**src/rtl/parity_checked_fifo_pkg.sv**
```systemverilog
// Shared types and the parity helper for the parity-checked FIFO.
package parity_fifo_pkg;

    typedef enum logic {PAR_ODD = 1'b0, PAR_EVEN = 1'b1} parity_e;
    typedef enum logic {PB_MSB = 1'b0, PB_LSB = 1'b1} pbit_pos_e;

    // Words are zero-extended to this width; zero padding leaves the XOR unchanged.
    localparam int PARITY_MAX_W = 1024;

    // Even sense expects XOR 0 and odd expects XOR 1, so the word is bad when XOR equals the sense bit.
    function automatic logic parity_bad(input logic [PARITY_MAX_W-1:0] word, input parity_e parity);
        return (^word) == logic'(parity);
    endfunction

endpackage

```
**src/rtl/parity_checked_fifo_if.sv**
```systemverilog
// Handshake bus of the parity-checked FIFO; slave is the FIFO, master is the surrounding logic.
interface parity_checked_fifo_if #(
    parameter int FIFO_DEPTH = 4,
    parameter int DATA_WIDTH = 17,
    parameter int ERR_CNT_W  = 8
);
    localparam int LEVEL_W = $clog2(FIFO_DEPTH + 1);

    logic                  valid_in;
    logic                  grant_out;
    logic [DATA_WIDTH-1:0] data_in;
    logic                  valid_out;
    logic                  grant_in;
    logic [DATA_WIDTH-1:0] data_out;
    logic                  err_out;
    logic [LEVEL_W-1:0]    level;
    logic [ERR_CNT_W-1:0]  err_count;

    modport slave (
        input  valid_in, data_in, grant_in,
        output grant_out, valid_out, data_out, err_out, level, err_count
    );

    modport master (
        output valid_in, data_in, grant_in,
        input  grant_out, valid_out, data_out, err_out, level, err_count
    );
endinterface

```
**src/rtl/parity_checked_fifo_head_check.sv**
```systemverilog
// Combinational parity check of the FIFO head word and parity-bit masking for data_out.
module parity_head_check
    import parity_fifo_pkg::*;
#(
    parameter int   DATA_WIDTH = 17,
    parameter logic PARITY     = 1'b1,
    parameter logic P_BIT      = 1'b1
) (
    input  logic [DATA_WIDTH-1:0] head,
    output logic                  bad,
    output logic [DATA_WIDTH-1:0] data_masked
);
    localparam logic [DATA_WIDTH-1:0] LSB_MASK = {{(DATA_WIDTH-1){1'b0}}, 1'b1};
    localparam logic [DATA_WIDTH-1:0] MSB_MASK = {1'b1, {(DATA_WIDTH-1){1'b0}}};
    localparam logic [DATA_WIDTH-1:0] PMASK    =
        (pbit_pos_e'(P_BIT) == PB_LSB) ? LSB_MASK : MSB_MASK;

    assign bad         = parity_bad(PARITY_MAX_W'(head), parity_e'(PARITY));
    assign data_masked = head & ~PMASK;
endmodule

```
**src/rtl/parity_checked_fifo.sv**
```systemverilog
// Parity-checked FIFO: flags or drops bad words at the head and counts them.
// Define PARITY_FIFO_ERR_CNT_EN to build the saturating error counter; otherwise err_count is 0.
module parity_checked_fifo
    import parity_fifo_pkg::*;
#(
    parameter int   FIFO_DEPTH = 4,
    parameter int   DATA_WIDTH = 17,
    parameter logic PARITY     = 1'b1,
    parameter logic P_BIT      = 1'b1,
    parameter logic DROP_BAD   = 1'b0,
    parameter int   ERR_CNT_W  = 8
) (
    input  logic clk,
    input  logic rst,
    parity_checked_fifo_if.slave bus
);
    localparam int PTR_W = $clog2(FIFO_DEPTH);
    localparam int LVL_W = $clog2(FIFO_DEPTH + 1);

    logic [DATA_WIDTH-1:0] mem [FIFO_DEPTH];
    logic [PTR_W-1:0]      wr_ptr, rd_ptr;
    logic [LVL_W-1:0]      level_q;

    logic                  full, empty;
    logic                  push, pop, drop;
    logic                  head_bad, bad;
    logic [DATA_WIDTH-1:0] head_word, head_masked;

    // Depth need not be a power of two, so wrap explicitly.
    function automatic logic [PTR_W-1:0] ptr_inc(input logic [PTR_W-1:0] p);
        return (p == PTR_W'(FIFO_DEPTH - 1)) ? '0 : p + 1'b1;
    endfunction

    assign full  = (level_q == LVL_W'(FIFO_DEPTH));
    assign empty = (level_q == '0);

    // Gating the read path while empty gives data_out = 0 out of reset despite unreset memory.
    assign head_word = empty ? '0 : mem[rd_ptr];

    parity_head_check #(
        .DATA_WIDTH (DATA_WIDTH),
        .PARITY     (PARITY),
        .P_BIT      (P_BIT)
    ) u_head_check (
        .head        (head_word),
        .bad         (head_bad),
        .data_masked (head_masked)
    );

    assign bad  = !empty && head_bad;
    assign drop = DROP_BAD && bad;
    assign push = bus.valid_in && !full;
    assign pop  = (bus.valid_out && bus.grant_in) || drop;

    assign bus.grant_out = !full;
    assign bus.valid_out = DROP_BAD ? (!empty && !head_bad) : !empty;
    assign bus.err_out   = DROP_BAD ? 1'b0 : bad;
    assign bus.data_out  = head_masked;
    assign bus.level     = level_q;

    always_ff @(posedge clk) begin
        if (push) mem[wr_ptr] <= bus.data_in;
    end

    always_ff @(posedge clk or posedge rst) begin
        if (rst) begin
            wr_ptr  <= '0;
            rd_ptr  <= '0;
            level_q <= '0;
        end else begin
            if (push) wr_ptr <= ptr_inc(wr_ptr);
            if (pop)  rd_ptr <= ptr_inc(rd_ptr);
            case ({push, pop})
                2'b10:   level_q <= level_q + 1'b1;
                2'b01:   level_q <= level_q - 1'b1;
                default: level_q <= level_q;
            endcase
        end
    end

`ifdef PARITY_FIFO_ERR_CNT_EN
    logic                 err_inc;
    logic [ERR_CNT_W-1:0] err_cnt_q;

    // Covers both a bad word popped in flag mode and one dropped in drop mode.
    assign err_inc = pop && bad;

    always_ff @(posedge clk or posedge rst) begin
        if (rst)
            err_cnt_q <= '0;
        else if (err_inc && (err_cnt_q != '1))
            err_cnt_q <= err_cnt_q + 1'b1;
    end

    assign bus.err_count = err_cnt_q;
`else
    assign bus.err_count = '0;
`endif

endmodule

```
**src/flat_wrapper.sv**
```systemverilog
// flat-port wrapper written by rule: the top's interface ports become plain ports
module parity_checked_fifo_flat import parity_fifo_pkg::*;
#(
    parameter int   FIFO_DEPTH = 4,
    parameter int   DATA_WIDTH = 17,
    parameter logic PARITY     = 1'b1,
    parameter logic P_BIT      = 1'b1,
    parameter logic DROP_BAD   = 1'b0,
    parameter int   ERR_CNT_W  = 8
)
  (clk, rst, bus_valid_in, bus_data_in, bus_grant_in, bus_grant_out, bus_valid_out, bus_data_out, bus_err_out, bus_level, bus_err_count);
  parity_checked_fifo_if #(.FIFO_DEPTH(FIFO_DEPTH), .DATA_WIDTH(DATA_WIDTH), .ERR_CNT_W(ERR_CNT_W)) bus_i ();
  input  logic clk;
  input  logic rst;
  input wire logic [$bits(bus_i.valid_in)-1:0] bus_valid_in;
  input wire logic [$bits(bus_i.data_in)-1:0] bus_data_in;
  input wire logic [$bits(bus_i.grant_in)-1:0] bus_grant_in;
  output wire logic [$bits(bus_i.grant_out)-1:0] bus_grant_out;
  output wire logic [$bits(bus_i.valid_out)-1:0] bus_valid_out;
  output wire logic [$bits(bus_i.data_out)-1:0] bus_data_out;
  output wire logic [$bits(bus_i.err_out)-1:0] bus_err_out;
  output wire logic [$bits(bus_i.level)-1:0] bus_level;
  output wire logic [$bits(bus_i.err_count)-1:0] bus_err_count;
  assign bus_i.valid_in = bus_valid_in;
  assign bus_i.data_in = bus_data_in;
  assign bus_i.grant_in = bus_grant_in;
  assign bus_grant_out = bus_i.grant_out;
  assign bus_valid_out = bus_i.valid_out;
  assign bus_data_out = bus_i.data_out;
  assign bus_err_out = bus_i.err_out;
  assign bus_level = bus_i.level;
  assign bus_err_count = bus_i.err_count;
  parity_checked_fifo #(.FIFO_DEPTH(FIFO_DEPTH), .DATA_WIDTH(DATA_WIDTH), .PARITY(PARITY), .P_BIT(P_BIT), .DROP_BAD(DROP_BAD), .ERR_CNT_W(ERR_CNT_W)) u_core (.clk(clk), .rst(rst), .bus(bus_i));
endmodule
```
**config.mk**
```make
export PLATFORM = sky130hd
export DESIGN_NAME = parity_checked_fifo_flat
export DESIGN_NICKNAME = d
export VERILOG_FILES = /design/src/rtl/parity_checked_fifo_pkg.sv /design/src/rtl/parity_checked_fifo_if.sv /design/src/rtl/parity_checked_fifo_head_check.sv /design/src/rtl/parity_checked_fifo.sv /design/src/flat_wrapper.sv
export SDC_FILE = /design/constraint.sdc
export NUM_CORES = 1
export LEC_CHECK = 0
export ABC_AREA = 1
export CAP_MARGIN = 15
export CORE_ASPECT_RATIO = 2
export CORE_UTILIZATION = 55
export CTS_CLUSTER_DIAMETER = 100
export CTS_CLUSTER_SIZE = 28
export DETAILED_ROUTE_END_ITERATION = 12
export PLACE_DENSITY = 0.9
export SLEW_MARGIN = 15
export SYNTH_ARGS = -nofsm -noshare
export SYNTH_HDL_FRONTEND = slang
export SYNTH_SLANG_ARGS = --single-unit
```
**constraint.sdc**
```tcl
create_clock -name clk -period 2.7 [get_ports clk]
set_input_delay 0.405 -clock clk [delete_from_list [all_inputs] [get_ports clk]]
set_output_delay 0.405 -clock clk [all_outputs]
set_load 0.01 [all_outputs]
```
==> flow_metrics.py <==
metrics = {
    "drt": {
        "detail-route-antenna-nets": 0,
        "wire_per_inst_um": 18.6,
        "drtPass1Iterations": 5,
        "drc": 0,
        "wl_um": 11000,
        "vias": 3325,
        "viasPerCell": 5.62,
        "drt_iter0_drc": 364,
    },
    "setup_path": {
        "crit_fanout": 4,
        "cp-startpoint": "u_core.rd_ptr[0]",
        "r2r_cells": 11,
        "r2r_slack_ns": 0.29,
        "crit_arrival_ns": 2.42,
        "reg2reg_to": "u_core.bus.level[2]",
        "worstPathRequired_ns": 2.30,
        "r2r-start": "u_core.bus.level[1]",
        "critPathLaunchType": "register",
        "cp-end-kind": "output port",
        "critPathKind": "reg2out",
    },
    "pwr": {
        "power_density_mw_per_mm2": 1510,
        "power.switching_w": 0.00351,
        "leakage_nw": 2.41,
        "swShare": 0.442,
        "p_clk_frac": 0.161,
        "comb_power_share": 0.629,
        "ir_drop_v": 0.000918,
        "p_int_w": 0.00443,
        "p_seq_frac": 0.210,
    },
    "synth": {
        "yosys_register_bits": 75,
        "synthFlopType": "edfxtp_1",
        "async_reset_ff_frac": 0.0933,
        "yosys-top-cells-area": "edfxtp_1 53%, nand2_1 16%, nand3_1 6.3%",
        "avgSynthCellArea_um2": 9.09,
        "yosysSeqAreaShare": 0.572,
        "yosys-top-cells-count": "161 x nand2_1, 68 x edfxtp_1, 55 x inv_1, 49 x nand3_1, 15 x nor2_1",
        "synth_edf_count": 68,
        "netlist.area_leader.share": 0.527,
        "synth.most_common_cell": "nand2_1",
        "ys_types": 22,
        "synthesis.area_mm2": 0.00387,
        "syn_inst": 426,
        "synth_top_cell_by_area": "edfxtp_1",
        "ys_warn_count": 0,
    },
    "placed_design": {
        "dp_hpwl_um": 5740,
        "dp_slack_ns": -0.0450,
        "io_buffer_count": 42,
        "gp_congestion": 0.899,
        "dp.cells": 558,
    },
    "min_path": {
        "min_path_type": "in2async",
    },
    "global_route": {
        "first_global_vias": 3292,
        "antenna_found_initial": 0,
        "grt_max_degree": 23,
        "grtUsageTotal": 0.293,
        "grt-ovfl-total": 0,
        "grt_pass1_wl_um": 15300,
    },
    "floorplan": {
        "dieArea_mm2": 0.00740,
        "row_count": 43,
        "fp.dieW_um": 61.3,
        "coreArea_mm2": 0.00689,
        "start_util": 0.562,
        "ios": 52,
        "die_y_um": 121,
    },
    "timing": {
        "min_period_over_period": 1.05,
        "hold_violations": 0,
        "setup_slack_ns": -0.123,
        "setup_violations": 1,
        "rsz0062_at_grt": "true",
        "finClkSkew_ns": 0.0101,
        "fmax_ghz": 0.354,
        "period_needed_ns": 2.82,
        "slew_viol_final": 0,
    },
    "clock_tree": {
        "cts_buffer_depth": 2,
        "cts_inserted_buffers": 9,
        "cts-htree-levels": 3,
        "clock_sinks": 75,
        "cts.clk_slew.worst_paths_ns": 0.06,
        "clk_latency_ns": 0.34,
        "hold_buffers": 0,
        "cts_root_buf": "clkbuf_16",
        "cts_tree": "built",
    },
    "finish": {
        "diodes": 0,
        "final_util": 0.764,
        "synthToLayoutAreaGrowth_pct": 35.8,
        "stdcell_count": 592,
        "fin_nets": 525,
        "drive_gt1_frac": 0.285,
        "nFillCells": 420,
    },
    "outcome": {
        "violations": "negative setup slack",
        "status": "complete, but fails checks",
    },
    "job": {
        "cap_violations": 0,
    },
}
## logic make-up after synthesis
| family | after synthesis | share of synthesized area |
|---|---|---|
| xor+xnor | 2 | 0.00452 |
| simple gates | 252 | 0.286 |
| compound gates | 9 | 0.0116 |
| fa+ha+maj | 7 | 0.0245 |
| buf+inv | 80 | 0.0998 |
| flops | 75 | 0.572 |
| other cells | 1 | 0.000968 |
## stage by stage
stage / cell area, µm² / TNS (ns) / hold WS [ns] / power (W)
2_1_floorplan: 3900 / 0 / 0.208 / 0.00412
3_3_place_gp: 4400 / 0 / 0.482 / 0.00519
3_5_place_dp: 4400 / -0.0450 / 0.491 / 0.00536
4_1_cts: 4970 / 0 / 0.326 / 0.00703
5_1_grt: 5260 / -0.242 / 0.365 / 0.00843
6_report: 5260 / -0.123 / 0.344 / 0.00794
## registers in the layout, indices dropped and copies added, names as in the netlist
signal / flops
u_core.rd_ptr: 2
u_core.bus.level: 3
u_core.mem: 68
u_core.wr_ptr: 2
## worst max path at each step
| stage | slack, ns | to | depth (start not counted) |
|---|---|---|---|
| after floorplan | 0.64 | bus_err_out | 18 |
| after global placement | 0.04 | bus_err_out | 19 |
| after detailed placement | -0.05 | bus_err_out | 19 |
| after CTS | 0.02 | bus_err_out | 18 |
| after global routing | -0.24 | bus_err_out | 20 |
| final | -0.12 | bus_err_out | 19 |
## layer usage
metal | GRT usage | vias to the layer above | routed length [µm]
li1 | - | 1481 | -
met1 | 0.311 | 1575 | 3710
met2 | 0.491 | 207 | 5770
met3 | 0.0663 | 62 | 784
met4 | 0.196 | 0 | 727
met5 | 0 | - | 0
## worst max-delay path, cell delays in order, from the launching register on
cell and delay [ns]:
dfrtp_2 0.43, clkinv_4 0.11, buf_12 0.14, buf_6 0.12
nand2_2 0.06, nand3_2 0.07, nand2_2 0.12, nand3_1 0.16
nand2_4 0.15, inv_1 0.08, nand2_1 0.08, nand2_1 0.06
nand2_1 0.06, nand2_1 0.06, nand2_1 0.07, nand2_1 0.05
nand2_1 0.05, nand2_1 0.04, inv_1 0.06, buf_6 0.10
## layout make-up
type | instances | area, µm² | area share
multi-input cells | 279 | 1580 | 0.301
flip-flops and latches | 75 | 2220 | 0.422
repair buffers | 74 | 796 | 0.151
well taps | 90 | 113 | 0.0214
clock buffers | 12 | 246 | 0.0469
clock inverters | 4 | 73.8 | 0.0140
inverters | 58 | 229 | 0.0435
## what timing repair did
item                                    4_1_cts  5_1_grt
pin swaps                                     5       27
cloned                                        4        0
buffers inserted                              7        8
endpoints found under the setup margin        1        1
gates resized for setup                      27       75
## power by group through the flow
| stage | clock, W | combinational, W | sequential, W |
|---|---|---|---|
| 5_1_grt | 0.00133 | 0.00542 | 0.00168 |
| 3_5_place_dp | 0 | 0.00370 | 0.00166 |
| 6_report | 0.00127 | 0.00499 | 0.00167 |
| 4_1_cts | 0.00127 | 0.00412 | 0.00165 |
| 3_3_place_gp | 0 | 0.00355 | 0.00165 |
| 2_1_floorplan | 0 | 0.00246 | 0.00166 |
## placed cells by master (no fill, tap or decap), types with 2 or more instances in the layout
| cell type | n |
|---|---|
| nand2_1 | 123 |
| edfxtp_1 | 68 |
| inv_1 | 51 |
| nand2_2 | 43 |
| clkdlybuf4s50_1 | 41 |
| nand3_2 | 30 |
| nand3_1 | 26 |
| buf_4 | 19 |
| nor2_1 | 14 |
| nand2_4 | 9 |
| conb_1 | 9 |
| clkbuf_16 | 9 |
| ha_1 | 6 |
| buf_6 | 6 |
| dfrtp_1 | 6 |
| buf_12 | 5 |
| o21ai_0 | 4 |
| inv_2 | 4 |
| a21oi_1 | 4 |
| nand3_4 | 2 |
| clkinv_4 | 2 |
| nor2_2 | 2 |
| nor2_4 | 2 |
| clkbuf_1 | 2 |
| bufinv_16 | 2 |
No activity file was read; power rests on OpenSTA's default activity.
==> RTL edit, RTL diff (config.mk and constraints unchanged) <==
Add a define of `PARITY_FIFO_ERR_CNT_EN`.
--- a/src/rtl/parity_checked_fifo.sv
+++ b/src/rtl/parity_checked_fifo.sv
@@ -1,5 +1,7 @@
 // Parity-checked FIFO: flags or drops bad words at the head and counts them.
 // Define PARITY_FIFO_ERR_CNT_EN to build the saturating error counter; otherwise err_count is 0.
+`define PARITY_FIFO_ERR_CNT_EN
+
 module parity_checked_fifo
     import parity_fifo_pkg::*;
 #(
Behaviour: not the same (Yosys sat finds a counterexample within 4 cycles, from zero or initial values and one cycle with rst high).
==> RTL edit against the original RTL <==
  * The flow still finishes with violations (negative setup slack)
  * Non-clock buffer count up 27
  * Sequential cell count up 8
  * Worst hold slack better by 0.072 ns
  * Wire length up 39%
  * Area after synthesis up 8.3%
  * Cell area up 20%
  * Setup slack worse by 0.25 ns
  * Final cell count up 11%
  * Critical endpoint unchanged
  * Largest cell class unchanged
Power is not shown: default switching activity piles up to over one toggle a cycle in this logic, so the estimate is an artifact.
==> RTL edit: results (changes against the original RTL) <==
* Max reg flops at 68 (unchanged)
* Final WL at 15.3 mm (+39%)
* Crit path max-delay family: simple AND/OR/NAND/NOR gates
* Status: complete, but fails checks
* Pre-CTS setup slack at -0.199 ns (-0.154 ns)
* Syn Area/Cell at 9.12 um2 (+0.33%)
* Setup crit start: u_core.rd_ptr[0]
* H-Tree Depth at 3 (unchanged)
* Failing checks: negative setup slack
* Worst R2R Setup Slack at -0.06 ns (-0.35 ns)
* First-pass GRT wire length at 19.2 mm (+26%)
* Reg clk slew, reported paths at 0.07 ns
* First DRT Iteration DRCs at 461 (+27%)
* Placed Area at 4950 um2 (+13%)
* First-pass iteration count of the detailed router at 6 (+1)
* GP Congestion at 0.950 (+5.7%)
* DR vias at 4092 (+23%)
* Sequential-to-total area share from yosys stat at 57.6% (+0.37 points)
* # setup viols final at 9 (+8)
* Layout cells sized above 1 at 38.4% (+9.9 points)
* Total GRT Usage at 32.3% (+3.0 points)
* DRT antenna net count at 0 (unchanged)
* Fin Setup TNS at -0.591 ns (-0.468 ns)
* Distinct cells, synth at 26 (+18%)
* CP Max Fanout at 5 (+1)
* Crit path capture: bus_err_out
* Vias in the first global route at 3865 (+17%)
* Post-cts repair resize count at 75 (+180%)
* Post-DP HPWL at 6.69 mm (+17%)
* Largest net degree at the start of global routing at 26 (+13%)
* FF-to-FF path depth at 18 (+7)
* Ys async rst share at 18.1% (+8.7 points)
* Port bufs at 50 (+19%)
* Final hold slack at 0.416 ns (+0.0720 ns)
* CP max stage delay at 0.54 ns (+0.11 ns)
* Crit Reg-Reg Endpoint: u_core.bus.err_count[1]
* Synth top cells by count: nand2_1, nand3_1, edfxtp_1
* Post-CTS setup buffers at 11 (+4)
* Setup skew after layout at 0.0151 ns (+0.00494 ns)
* FF-to-FF Start: u_core.rd_ptr[0]
* Synth area leaders: edfxtp_1, nand2_1, dfrtp_1, nand3_1, inv_1
* Layout Nets at 587 (+12%)
* Final cell count without fillers at 655 (+11%)
* Clk buf depth at 2 (unchanged)
* Placed cell count at 615 (+10%)
* Worst setup margin at -0.370 ns (-0.247 ns)
-- RTL edit: cells by family after synthesis --
logic type	after synthesis	synth area share (%)
AO/OA/AOI/OAI	9	1.19
XOR/XNOR	8	1.67
adder cells (fa/ha/maj)	8	2.56
buffers and inverters	56	6.44
flip-flops	83	57.6
other	1	0.0894
AND/OR/NAND/NOR	295	30.4
-- RTL edit: routing by layer --
layer  part of all wire (%)  global-route usage (%)  wire [um]  up-vias
li1                       -                       -          -     1701
met1                     33                    33.8       5110     1973
met2                     53                    58.3       8050      319
met3                    7.3                    4.29       1120       99
met4                    6.9                    20.9       1060        0
met5                      0                       0          0        -
-- RTL edit: area by class of cell --
| cell class | count | area, um2 |
|---|---|---|
| timing repair buffer | 101 | 1080 |
| inverter | 41 | 174 |
| timing repair inverter | 1 | 20.0 |
| multi-input combinational | 321 | 2230 |
| tap | 92 | 115 |
| fill | 328 | 1000 |
| clock buffer | 9 | 225 |
| clock inverter | 7 | 57.6 |
| sequential | 83 | 2420 |
